File: src/rtl/l2_output_encoder_pkg.sv
// rtl/l2_output_encoder_pkg.sv - Spandex L2 message types shared by the output encoder and its FIFOs.
package l2_output_encoder_pkg;

    typedef logic [2:0]   coh_msg_t;
    typedef logic [1:0]   hprot_t;
    typedef logic [27:0]  line_addr_t;
    typedef logic [127:0] line_t;
    typedef logic [3:0]   word_mask_t;
    typedef logic [3:0]   cache_id_t;

    localparam coh_msg_t REQ_S  = 3'd1;
    localparam coh_msg_t REQ_O  = 3'd2;
    localparam coh_msg_t REQ_WB = 3'd3;
    localparam coh_msg_t RSP_V  = 3'd4;

    typedef struct packed {
        coh_msg_t   coh_msg;
        hprot_t     hprot;
        line_addr_t addr;
        line_t      line;
        word_mask_t word_mask;
    } l2_req_out_t;

    typedef struct packed {
        coh_msg_t   coh_msg;
        cache_id_t  req_id;
        logic       to_req;
        line_addr_t addr;
        line_t      line;
        word_mask_t word_mask;
    } l2_rsp_out_t;

endpackage

File: src/rtl/l2_out_fifo.sv
// rtl/l2_out_fifo.sv - Generic per-channel staging FIFO; optional same-cycle bypass under L2_OUT_BYPASS_EN.
module l2_out_fifo #(
    parameter int WIDTH = 8,
    parameter int DEPTH = 2
) (
    input  logic             clk,
    input  logic             rst,
    input  logic             set,
    input  logic [WIDTH-1:0] wdata,
    input  logic             ready,
    output logic             valid,
    output logic [WIDTH-1:0] rdata,
    output logic             full,
    output logic             empty
);
    localparam int PTR_W = $clog2(DEPTH);
    localparam int CNT_W = PTR_W + 1;
    localparam logic [CNT_W-1:0] FULL_CNT = CNT_W'(DEPTH);

    logic [WIDTH-1:0] mem [DEPTH];
    logic [PTR_W-1:0] wr_ptr;
    logic [PTR_W-1:0] rd_ptr;
    logic [CNT_W-1:0] count;
    logic             pop;
    logic             push;
    logic             bypass_take;

    assign empty = (count == '0);
    assign full  = (count == FULL_CNT);
    assign pop   = !empty && ready;

`ifdef L2_OUT_BYPASS_EN
    // An empty FIFO presents the incoming entry directly; if taken, it never lands in mem.
    assign bypass_take = empty && set && ready;
    assign valid       = !empty || set;
    assign rdata       = (empty && set) ? wdata : mem[rd_ptr];
`else
    assign bypass_take = 1'b0;
    assign valid       = !empty;
    assign rdata       = mem[rd_ptr];
`endif

    // A write into a full FIFO only lands when the head leaves on the same edge.
    assign push = set && (!full || pop) && !bypass_take;

    always_ff @(posedge clk) begin
        if (rst) begin
            count  <= '0;
            wr_ptr <= '0;
            rd_ptr <= '0;
            for (int i = 0; i < DEPTH; i++) begin
                mem[i] <= '0;
            end
        end else begin
            assert (!(set && full && !pop))
                else $warning("l2_out_fifo: set while stalled, entry dropped");
            if (push) begin
                mem[wr_ptr] <= wdata;
                wr_ptr      <= wr_ptr + 1'b1;
            end
            if (pop) begin
                rd_ptr <= rd_ptr + 1'b1;
            end
            case ({push, pop})
                2'b10:   count <= count + 1'b1;
                2'b01:   count <= count - 1'b1;
                default: count <= count;
            endcase
        end
    end

endmodule

File: src/rtl/l2_output_encoder.sv
// rtl/l2_output_encoder.sv - Spandex L2 output staging: four independent buffered channels (bypass: L2_OUT_BYPASS_EN).
module l2_output_encoder
    import l2_output_encoder_pkg::*;
#(
    parameter int DEPTH = 2
) (
    input  logic        clk,
    input  logic        rst,

    input  logic        set_req_out,
    input  coh_msg_t    req_out_coh_msg,
    input  hprot_t      req_out_hprot,
    input  line_addr_t  req_out_addr,
    input  line_t       req_out_line,
    input  word_mask_t  req_out_word_mask,

    input  logic        set_rsp_out,
    input  coh_msg_t    rsp_out_coh_msg,
    input  cache_id_t   rsp_out_req_id,
    input  logic        rsp_out_to_req,
    input  line_addr_t  rsp_out_addr,
    input  line_t       rsp_out_line,
    input  word_mask_t  rsp_out_word_mask,

    input  logic        set_rd_rsp,
    input  line_t       rd_rsp_line,

    input  logic        set_inval,
    input  line_addr_t  inval_addr,

    input  logic        l2_req_out_ready_int,
    input  logic        l2_rsp_out_ready_int,
    input  logic        l2_rd_rsp_ready_int,
    input  logic        l2_inval_ready_int,

    output logic        l2_req_out_valid_int,
    output logic        l2_rsp_out_valid_int,
    output logic        l2_rd_rsp_valid_int,
    output logic        l2_inval_valid_int,

    output l2_req_out_t l2_req_out_o,
    output l2_rsp_out_t l2_rsp_out_o,
    output line_t       l2_rd_rsp_o,
    output line_addr_t  l2_inval_o,

    output logic        req_out_stall,
    output logic        rsp_out_stall,
    output logic        rd_rsp_stall,
    output logic        inval_stall,
    output logic        out_idle
);
    l2_req_out_t req_wdata;
    l2_rsp_out_t rsp_wdata;
    logic [3:0]  empty;

    assign req_wdata.coh_msg   = req_out_coh_msg;
    assign req_wdata.hprot     = req_out_hprot;
    assign req_wdata.addr      = req_out_addr;
    assign req_wdata.line      = req_out_line;
    assign req_wdata.word_mask = req_out_word_mask;

    assign rsp_wdata.coh_msg   = rsp_out_coh_msg;
    assign rsp_wdata.req_id    = rsp_out_req_id;
    assign rsp_wdata.to_req    = rsp_out_to_req;
    assign rsp_wdata.addr      = rsp_out_addr;
    assign rsp_wdata.line      = rsp_out_line;
    assign rsp_wdata.word_mask = rsp_out_word_mask;

    l2_out_fifo #(.WIDTH($bits(l2_req_out_t)), .DEPTH(DEPTH)) u_req_out (
        .clk   (clk),
        .rst   (rst),
        .set   (set_req_out),
        .wdata (req_wdata),
        .ready (l2_req_out_ready_int),
        .valid (l2_req_out_valid_int),
        .rdata (l2_req_out_o),
        .full  (req_out_stall),
        .empty (empty[0])
    );

    l2_out_fifo #(.WIDTH($bits(l2_rsp_out_t)), .DEPTH(DEPTH)) u_rsp_out (
        .clk   (clk),
        .rst   (rst),
        .set   (set_rsp_out),
        .wdata (rsp_wdata),
        .ready (l2_rsp_out_ready_int),
        .valid (l2_rsp_out_valid_int),
        .rdata (l2_rsp_out_o),
        .full  (rsp_out_stall),
        .empty (empty[1])
    );

    l2_out_fifo #(.WIDTH($bits(line_t)), .DEPTH(DEPTH)) u_rd_rsp (
        .clk   (clk),
        .rst   (rst),
        .set   (set_rd_rsp),
        .wdata (rd_rsp_line),
        .ready (l2_rd_rsp_ready_int),
        .valid (l2_rd_rsp_valid_int),
        .rdata (l2_rd_rsp_o),
        .full  (rd_rsp_stall),
        .empty (empty[2])
    );

    l2_out_fifo #(.WIDTH($bits(line_addr_t)), .DEPTH(DEPTH)) u_inval (
        .clk   (clk),
        .rst   (rst),
        .set   (set_inval),
        .wdata (inval_addr),
        .ready (l2_inval_ready_int),
        .valid (l2_inval_valid_int),
        .rdata (l2_inval_o),
        .full  (inval_stall),
        .empty (empty[3])
    );

    assign out_idle = &empty;

endmodule
File: config.mk
export PLATFORM = sky130hd
export DESIGN_NAME = l2_output_encoder
export DESIGN_NICKNAME = d
export VERILOG_FILES = /design/src/rtl/l2_output_encoder_pkg.sv /design/src/rtl/l2_out_fifo.sv /design/src/rtl/l2_output_encoder.sv
export SDC_FILE = /design/constraint.sdc
export NUM_CORES = 1
export LEC_CHECK = 0
export ABC_AREA = 1
export CAP_MARGIN = 10
export CORE_AREA = 2 2 393 395
export CTS_BUF_LIST = sky130_fd_sc_hd__clkbuf_4
export DETAILED_ROUTE_END_ITERATION = 7
export DIE_AREA = 0 0 395 397
export GPL_TIMING_DRIVEN = 0
export PLACE_DENSITY = 0.53
export SYNTH_ARGS = -nofsm -noshare
export SYNTH_HDL_FRONTEND = slang
export SYNTH_HIERARCHICAL = 1
export SYNTH_SLANG_ARGS = --single-unit
export TNS_END_PERCENT = 1
File: constraint.sdc
create_clock -name clk -period 8.7 [get_ports clk]
set_input_delay 1.74 -clock clk [delete_from_list [all_inputs] [get_ports clk]]
set_output_delay 1.74 -clock clk [all_outputs]
set_load 0.03 [all_outputs]
=== Yosys cells after proc, flatten, opt, wreduce, memory -nomap -nowiden ===
Memories as Yosys holds them, arrays and structs flattened. A register that Yosys moved wholly into a read port is not among the register bits.
Index checks and enable logic that the tools add are counted.

* Reduce and logical (&&, ||, !) cells: 33
* Multiply operators: 0
* Shift-type cells: 0
* Equality and inequality tests: 12
* Bitwise operators: 0
* Magnitude comparators: 0
* Muxes and demuxes: 38
* Div/mod/pow operators: 0
* Add/sub/neg operators: 16

{| class="wikitable"
|+ Operator list
! operator !! number
|-
| 2-to-1 mux 168 bit || 1
|-
| OR reduction 168 bit || 1
|-
| 2-to-1 mux 165 bit || 1
|-
| OR reduction 165 bit || 1
|-
| 2-to-1 mux 128 bit || 1
|-
| OR reduction 128 bit || 1
|-
| 2-to-1 mux 1 bit || 30
|-
| 2-to-1 mux 28 bit || 1
|-
| OR reduction 28 bit || 1
|-
| equality test 2 bit, second input constant || 8
|-
| case mux 2 bit (2 select lines) || 4
|-
| adder 1 bit, second input constant || 8
|-
| adder 2 x 1 -> 2 bit, second input constant || 4
|-
| equality test 2 x 1 -> 1 bit, second input constant || 4
|-
| logical AND 1 bit || 8
|-
| zero test 1 bit || 8
|-
| zero test 2 bit || 4
|-
| nonzero test 2 bit || 4
|-
| subtractor 2 x 1 -> 2 bit, second input constant || 4
|-
| logical OR 1 bit || 4
|-
| AND reduction 4 bit || 1
|}

* Memory bits (writable): 978
* Memories kept: 4
* Word-level logic and storage cells: 115
* Bits in read-only memories: 0
* Latch bits: 0
* Register bits after elaboration: 16

{| class="wikitable"
|+ Memories
! name !! depth !! bits a word !! read ports !! clocked after Yosys merged registers in !! write ports !! RTL line !! text
|-
| u_rsp_out.mem || 2 || 168 || 1 || 1 || 2 || l2_out_fifo.sv:20 || <nowiki>logic [WIDTH-1:0] mem [DEPTH];</nowiki>
|-
| u_req_out.mem || 2 || 165 || 1 || 1 || 2 || l2_out_fifo.sv:20 ||
|-
| u_rd_rsp.mem || 2 || 128 || 1 || 1 || 2 || l2_out_fifo.sv:20 ||
|-
| u_inval.mem || 2 || 28 || 1 || 1 || 2 || l2_out_fifo.sv:20 ||
|}

=== Longest topological paths before layout ===
Gate-level depths: netlist of the first run.

* Depth after elaboration: 10
* Depth in mapped cells: 10

=== Modules after synthesis ===
Netlist of the first run, hierarchy kept.

{| class="wikitable"
|+ Modules (own cells, without submodules)
! module !! cells each !! area each (um2) !! times used
|-
| l2_out_fifo (u_rsp_out) || 1105 || 15269.6 || 1
|-
| l2_out_fifo (u_req_out) || 1086 || 15108.2 || 1
|-
| l2_out_fifo (u_rd_rsp) || 852 || 11890.2 || 1
|-
| l2_out_fifo (u_inval) || 219 || 2768.9 || 1
|-
| l2_output_encoder || 3 || 11.3 || 1
|}

=== Least setup slack after synthesis of the first run ===
No wires, ideal clock.

* Path kind: in2reg
* Start point: input port rst
* End point: memory u_rsp_out/mem[1][0] in the netlist's numbering (enable)
* Setup slack: 2.120 ns
* Arrival time: 6.045 ns
* Setup time: 0.535 ns
* Stages on the path: 5
* Cell sequence: inv_1 -> nand4_2 -> buf_2 -> buf_2 -> nand2_1

{| class="wikitable"
|+ RTL lines
! item !! RTL line !! text
|-
| start: declaration || l2_output_encoder.sv:8 || <nowiki>input logic rst,</nowiki>
|-
| end: declaration || l2_out_fifo.sv:20 ||
|}

==> results of run 1 <==
## flip-flops by register name, indices dropped and copies added (netlist names), 2 cells and up, named ones only
| signal | flops |
|---|---|
| u_rd_rsp/mem | 256 |
| u_inval/mem | 56 |
| u_inval/count | 2 |
| u_req_out/count | 2 |
| u_req_out/mem | 330 |
| u_rd_rsp/count | 2 |
| u_rsp_out/mem | 336 |
| u_rsp_out/count | 2 |
## synthesized netlist by cell type, drive strengths merged
| library cell | number |
|---|---|
| buf | 143 |
| a21oi | 12 |
| dfxtp | 20 |
| nand4 | 8 |
| clkbuf | 17 |
| edfxtp | 978 |
| a31oi | 4 |
| nand3 | 20 |
| inv | 525 |
| o21ai | 8 |
| nand2 | 54 |
| mux2 | 489 |
| nor2 | 987 |
## power by group through the flow
| stage | clock network, mW | registers, mW | logic, mW |
|---|---|---|---|
| floorplan | 0 | 5.82 | 1.36 |
| global placement | 0 | 5.87 | 2.46 |
| detailed placement | 0 | 5.80 | 2.49 |
| CTS | 4.52 | 5.70 | 2.51 |
| global route | 4.78 | 5.73 | 2.59 |
| finish | 4.32 | 5.70 | 2.46 |
## per-layer routing
metal / share of wire / vias to the layer above / global-route usage
met5: 0.0014 / - / 0
met4: 0.023 / 30 / 0.0579
met3: 0.084 / 253 / 0.0691
met2: 0.51 / 1036 / 0.310
met1: 0.39 / 14400 / 0.202
li1: - / 13700 / -
## worst max path at each step
stage	startpoint	to	slack, ns
after detailed placement	rst	u_rsp_out/mem[1][88]$_SDFFCE_PN0P_	2.73
after global routing	flop	l2_rsp_out_o[28]	2.48
after floorplan	rst	u_rsp_out/mem[1][0]$_SDFFCE_PN0P_	2.12
after CTS	flop	l2_rsp_out_o[28]	2.48
after global placement	rst	u_rsp_out/mem[1][104]$_SDFFCE_PN0P_	-3.08
final	flop	l2_rsp_out_o[28]	2.92
## worst max-delay path, stage by stage, from the launching register on
cell	delay, ns
dfxtp_1	0.31
clkbuf_1	0.22
clkbuf_1	0.78
buf_2	0.49
mux2_2	0.39
clkdlybuf4s50_1	0.68
## per-stage QoR
step	power (mW)	instance area, um2	TNS, ns
CTS	12.7	61600	0
floorplan	7.18	45000	0
detailed placement	8.29	58100	0
finish	12.5	61700	0
global placement	8.33	57600	-2062.78
global route	13.1	61700	0
## logic make-up (layout without fill, tap and decap cells)
kind of cell	after synthesis	after routing	share of synthesized area
multiplexers	489	489	0.122
AO/OA/AOI/OAI	24	24	0.00278
other	0	20	0
buffers and inverters	685	2177	0.0725
flip-flops	998	998	0.661
AND/OR/NAND/NOR	1069	1069	0.142
## area by class of cell
type / instances / area, um2
fillers: 14700 / 91300
flip-flops and latches: 998 / 29800
multi-input cells: 1582 / 12100
repair buffers: 1015 / 10500
clock buffers: 438 / 3290
well taps: 2044 / 2560
inverters: 525 / 1970
plain buffers: 160 / 1290
clock inverters: 39 / 201
diodes: 20 / 50.0
==> impl_metrics.tcl, run 1 <==
set metrics [dict create \
    setup_viol 0 \
    synth_top_area_share 0.652 \
    fin_cells 6821 \
    route.detailed.drc 0 \
    peakVddDrop_mv 0.0989 \
    cts_buffers 300 \
    firstDrtPassIters 5 \
    wl_per_cell_um 21.0 \
    cts-resized-gates 0 \
    p_int_mw 8.97 \
    reg2reg_slack_ns 5.47 \
    num_io_pins 997 \
    setup_ws_ns 2.92 \
    grt_pass1_vias 30500 \
    maxCapViolCount 0 \
    power_frac_seq 0.457 \
    final_util 0.403 \
    syn_inst 3265 \
    clock_skew_ns 0.0913 \
    cp-start-kind "flop" \
    synth_top_area_cell "edfxtp_1" \
    grt_remaining_overflow 0 \
    cts-root-buf "clkbuf_4" \
    ys.warnings.count 6 \
    worstReg2RegStart "u_rsp_out/count[0]$_SDFFE_PP0P_" \
    p_comb_frac 0.197 \
    routed_wl_um 143000 \
    clk_path_buf_depth 4 \
    hold_class "flop to flop" \
    maxSlewHeadroom 0.329 \
    yosys-top-cells-area "edfxtp_1 65%, mux2_2 12%, nor2_4 7.1%" \
    cts_tree "yes" \
    core_area_um2 153000 \
    cts_setup_buffers 0 \
    grt_use_total 0.179 \
    holdPathEnd "u_req_out/rd_ptr$_SDFFE_PP0P_" \
    cp.required_ns 6.96 \
    worst_hold_slack_ns 0.474 \
    synth-seq-cells 998 \
    switchingPower_mw 3.50 \
    synth_area_um2 45000 \
    viasPerCell 4.30 \
    pwr-share-clk 0.346 \
    rows 144 \
    initial_core_util 0.294 \
    leakagePower_nw 24.7 \
    die_y_um 397 \
    synth_fp_nets 3764 \
    fmax_mhz 173 \
    hold_buffers 0 \
    power_density_nw_per_um2 202 \
    via_count 29400 \
    grt_pass1_wl_um 204000 \
    dp_cells 6324 \
    yosysSeqAreaShare 0.661 \
    htreeDepth 5 \
    fin_crit_sh 0.664 \
    finalHoldViolCount 0 \
    reg2reg_to "u_rsp_out/mem[1][17]$_SDFFCE_PN0P_" \
    min_path_cells 2 \
    gp_congestion 0.820 \
    critical_path_class "flop to primary output" \
    rr_worst_depth 10 \
    die-area_um2 157000 \
    ys_types 23 \
    antenna_left 0 \
    cp_max_fo 11 \
    finalNetCount 5081 \
    postSynthAreaPerCell_um2 13.8 \
    path_clk_slew_ns 0.06 \
    grt_max_degree 59 \
    drive_above_1_share 0.309 \
    worst_slew_pin_slew_ns 1.01 \
    worstSkewPairLatency_ns 1.18 \
    dp_hpwl_um 105000 \
    layout_commonest_cell "clkdlybuf4s50_1" \
    clock_sinks 998 \
    final.min_clock_period_ns 5.78 \
    min_from "u_req_out/rd_ptr$_SDFFE_PP0P_" \
    end_kind "primary output" \
    run_status "completed" \
    antenna_found_initial 36 \
    synthToLayoutAreaGrowth_pct 36.9 \
    cp.arrival_ns 4.04 \
    numPortBuffers 996 \
    sw_frac_of_total 0.281 \
    dieWidth_um 395 \
    drt_iter0_drc 1312 \
    rsz0062_at_grt "false" \
    pre_cts_ws_ns 2.73 \
    final_cell_mix "996 x clkdlybuf4s50_1, 978 x edfxtp_1, 650 x nor2_1" \
    slew_violations 0 \
]
Power figures use the tool's default switching activity.
==> run 2: changes to the inputs <==
- clock period: 8.7 -> 5.7 ns (I/O delays scaled with it)
==> run 2 against run 1 <==
Net effect: clock power grew 53%; critical path depth did not move; final cell count grew 0.28%.
==> impl_metrics.tcl, run 2 (synthesis results as in run 1) <==
set metrics [dict create \
    die_y_um 397 \
    end_kind "primary output" \
    rows 144 \
    cts-resized-gates 0 \
    clock_skew_ns 0.0988 \
    slew_violations 0 \
    numPortBuffers 996 \
    path_clk_slew_ns 0.05 \
    cpPeakStageDelay_ns 0.83 \
    leakagePower_nw 24.7 \
    min_path_cells 2 \
    dp_hpwl_um 104000 \
    gp_congestion 0.801 \
    htreeDepth 5 \
    dp_cells 6321 \
    grt_pass1_wl_um 203000 \
    reg2reg_slack_ns 2.46 \
    antenna_found_initial 44 \
    setup_viol 0 \
    holdPathEnd "u_rsp_out/rd_ptr$_SDFFE_PP0P_" \
    synthToLayoutAreaGrowth_pct 36.9 \
    die-area_um2 157000 \
    cp_max_fo 10 \
    hold_class "flop to flop" \
    largest_reg_flops 336 \
    num_io_pins 997 \
    worstReg2RegStart "u_rsp_out/count[0]$_SDFFE_PP0P_" \
    drt_iter0_drc 1416 \
    fin_crit_sh 0.928 \
    rr_worst_depth 9 \
    min_from "u_rsp_out/rd_ptr$_SDFFE_PP0P_" \
    final.min_clock_period_ns 5.29 \
    reg_top3 "u_rsp_out/mem: 336 flops, u_req_out/mem: 330 flops, u_rd_rsp/mem: 256 flops" \
    initial_core_util 0.294 \
    layout_commonest_cell "clkdlybuf4s50_1" \
    worstSkewPairLatency_ns 1.24 \
    grt_max_degree 97 \
    dieWidth_um 395 \
    critPathSlowestCell "clkbuf_1" \
    firstDrtPassIters 7 \
    via_count 29400 \
    routed_wl_um 143000 \
    worst_hold_slack_ns 0.474 \
    clock_sinks 998 \
    cts_tree "yes" \
    fin_cells 6840 \
    cts_buffers 307 \
    clk_path_buf_depth 4 \
    maxCapViolCount 0 \
    cp.required_ns 4.56 \
    antenna_left 0 \
    finalNetCount 5085 \
    worst_slew_pin_slew_ns 1.06 \
    grt_remaining_overflow 0 \
    cp-start-kind "flop" \
    viasPerCell 4.29 \
    core_area_um2 153000 \
    regMostFlops "u_rsp_out/mem" \
    cts_setup_buffers 0 \
    wl_per_cell_um 20.9 \
    route.detailed.drc 0 \
    crit_chain "clkbuf_1, clkbuf_1, buf_2, mux2_2, clkdlybuf4s50_1" \
    timing.critical_path.mode_cell "clkbuf_1" \
    hold_buffers 0 \
    finalHoldViolCount 0 \
    reg2reg_to "u_rsp_out/mem[1][115]$_SDFFCE_PN0P_" \
    rsz0062_at_grt "false" \
    run_status "completed" \
    grt_use_total 0.178 \
    critical_path_class "flop to primary output" \
    final_cell_mix "996 x clkdlybuf4s50_1, 978 x edfxtp_1, 650 x nor2_1" \
    drive_above_1_share 0.307 \
    cts-root-buf "clkbuf_4" \
    power_density_nw_per_um2 309 \
    grt_pass1_vias 30300 \
    maxSlewHeadroom 0.292 \
    fmax_mhz 189 \
    peakVddDrop_mv 0.174 \
    cp.arrival_ns 4.15 \
]
[run 2: power breakdown]
part,internal (mW),switching [mW]
sequential,8.59,0.107
combinational,1.55,2.19
clock,3.52,3.07
[run 2: worst max-delay path by stage]
stage | to | slack (ns) | cells past startpoint | start
2_1_floorplan | u_rsp_out/mem[0][0]$_SDFFCE_PN0P_ | -0.25 | 8 | l2_rsp_out_ready_int
3_3_place_gp | u_req_out/mem[1][53]$_SDFFCE_PN0P_ | -5.11 | 6 | rst
3_5_place_dp | u_rsp_out/mem[1][114]$_SDFFCE_PN0P_ | 0.15 | 7 | rst
4_1_cts | l2_rsp_out_o[23] | 0.20 | 5 | flop
6_report | l2_rsp_out_o[23] | 0.41 | 5 | flop
5_1_grt | l2_rsp_out_o[23] | 0.14 | 5 | flop
[run 2: worst max-delay path: cells and delay by family, from the launching register on]
kind / cells / cell delay (ns)
buffers and inverters: 4 / 2.31
multiplexers: 1 / 0.39
flip-flops: 1 / 0.30
[run 2: per-stage QoR]
stage	utilization	area (um2)	setup WS, ns	TNS, ns	total power, mW
global placement	0.376	57600	-5.11	-3784.18	12.7
finish	0.403	61700	0.408	0	19.0
detailed placement	0.380	58100	0.152	0	12.6
global route	0.403	61600	0.144	0	19.9
floorplan	-	45100	-0.253	-84.09	11.0
CTS	0.403	61600	0.201	0	19.4
[run 2: cell type report]
cell class	instances	area [um2]
Fill cell	14700	91300
Buffer	160	1290
Tap cell	2044	2560
Timing Repair Buffer	1012	10400
Clock inverter	55	234
Inverter	525	1970
Sequential cell	998	29800
Clock buffer	438	3290
Multi-Input combinational cell	1582	12100
Antenna cell	26	65.1
[run 2: metal layers]
layer  GRT usage  vias to the layer above  share of wire
li1            -                    13700              -
met1       0.200                    14300           0.38
met2       0.299                     1093           0.50
met3      0.0716                      289          0.086
met4      0.0782                       34          0.033
met5           0                        -         0.0016
==> run 3: changes to the inputs <==
- CTS_CLUSTER_DIAMETER: not set -> 50
==> run 3 against run 2 <==
Net effect: first-iteration DRC count is 3.0% higher; critical path depth stayed put; hold slack is essentially flat; via count increased by 0.21%; register-to-register slack about the same; setup slack better by 0.0035 ns; sequential cell count did not move.
==> impl_metrics.tcl, run 3 (synthesis results as in run 1) <==
set metrics [dict create \
    path_clk_slew_ns 0.05 \
    routed_wl_um 143000 \
    cts_tree "yes" \
    firstDrtPassIters 6 \
    clock_sinks 998 \
    grt_use_total 0.178 \
    worst_slew_pin_slew_ns 1.06 \
    viasPerCell 4.30 \
    peakVddDrop_mv 0.174 \
    cts_setup_buffers 0 \
    via_count 29400 \
    finalHoldViolCount 0 \
    final_util 0.404 \
    num_io_pins 997 \
    met1_usage 0.201 \
    initial_core_util 0.294 \
    cts_buffers 307 \
    finalNetCount 5085 \
    reg_top3 "u_rsp_out/mem: 336 flops, u_req_out/mem: 330 flops, u_rd_rsp/mem: 256 flops" \
    antenna_left 0 \
    grt_max_degree 97 \
    maxSlewHeadroom 0.293 \
    cts-resized-gates 0 \
    route.detailed.drc 0 \
    slew_violations 0 \
    cp-start-kind "flop" \
    rows 144 \
    largest_reg_flops 336 \
    final_cell_mix "996 x clkdlybuf4s50_1, 978 x edfxtp_1, 650 x nor2_1" \
    dieWidth_um 395 \
    hold_buffers 0 \
    wl_per_cell_um 20.9 \
    setup_viol 0 \
    met2_usage 0.298 \
    dp_cells 6321 \
    worstSkewPairLatency_ns 1.23 \
    cp_max_fo 10 \
    reg2reg_slack_ns 2.45 \
    power_density_nw_per_um2 311 \
    cp.required_ns 4.56 \
    cp.arrival_ns 4.15 \
    regMostFlops "u_rsp_out/mem" \
    numPortBuffers 996 \
    fmax_mhz 189 \
    fin_cells 6848 \
    core_area_um2 153000 \
    antenna_found_initial 45 \
    drt_iter0_drc 1458 \
    leakagePower_nw 24.8 \
    die_y_um 397 \
    final.min_clock_period_ns 5.29 \
    fin_crit_sh 0.928 \
    rsz0062_at_grt "false" \
    maxCapViolCount 0 \
    cts-root-buf "clkbuf_4" \
    grt_most_used_layer "met2" \
    die-area_um2 157000 \
    clock_skew_ns 0.0990 \
    gp_congestion 0.801 \
    met3_usage 0.0704 \
    dp_hpwl_um 104000 \
    hold_class "flop to flop" \
    end_kind "primary output" \
    drive_above_1_share 0.309 \
    run_status "completed" \
    synthToLayoutAreaGrowth_pct 37.1 \
    critical_path_class "flop to primary output" \
    grt_pass1_wl_um 203000 \
    clk_path_buf_depth 4 \
    htreeDepth 5 \
    layout_commonest_cell "clkdlybuf4s50_1" \
    grt_pass1_vias 30400 \
    grt_remaining_overflow 0 \
]
-- run 3: changes by cell type in the layout (fill, tap and decap cells not counted) --
cell | before | now
clkinv_1 | 46 | 43
inv_2 | 15 | 14
diode_2 | 26 | 25
clkbuf_4 | 438 | 449
bufinv_16 | 1 | 3
-- run 3: area by class of cell --
class,count,area [um2]
flip-flops and latches,998,29800
clock buffers,449,3370
clock inverters,53,279
inverters,525,1970
diodes,25,62.6
fillers,14600,91200
multi-input cells,1582,12100
repair buffers,1012,10400
plain buffers,160,1290
well taps,2044,2560
-- run 3: power by group --
group,internal [mW],switching [mW]
logic,1.55,2.19
clock network,3.69,3.08
registers,8.59,0.107
-- run 3: worst max-delay path, cell delays in order, from the launching register on --
cell,delay (ns)
dfxtp_1,0.30
clkbuf_1,0.24
clkbuf_1,0.83
buf_2,0.59
mux2_2,0.39
clkdlybuf4s50_1,0.65
-- run 3: final timing paths --
check                                   endpoint  cells past startpoint                            start
max                             l2_rsp_out_o[23]                      5                             flop
min                u_rsp_out/rd_ptr$_SDFFE_PP0P_                      2    u_rsp_out/rd_ptr$_SDFFE_PP0P_
max reg2reg  u_rsp_out/mem[1][115]$_SDFFCE_PN0P_                      9  u_rsp_out/count[0]$_SDFFE_PP0P_
min reg2reg        u_rsp_out/rd_ptr$_SDFFE_PP0P_                      2    u_rsp_out/rd_ptr$_SDFFE_PP0P_
-- run 3: routing by layer --
layer	up-vias	wire [um]	share of wire
met5	-	250	0.0017
met3	288	12000	0.084
li1	13700	-	-
met2	1092	70900	0.50
met1	14300	55100	0.39
met4	36	4740	0.033
-- run 3: stage by stage --
step | setup TNS (ns) | instance area [um2] | hold WS (ns) | power (mW) | setup WS [ns]
2_1_floorplan | -84.09 | 45100 | 0.447 | 11.0 | -0.253
3_5_place_dp | 0 | 58100 | 0.464 | 12.6 | 0.152
5_1_grt | 0 | 61800 | 0.399 | 20.1 | 0.135
6_report | 0 | 61800 | 0.473 | 19.2 | 0.412
4_1_cts | 0 | 61700 | 0.330 | 19.6 | 0.161
3_3_place_gp | -3784.18 | 57600 | 0.458 | 12.7 | -5.11
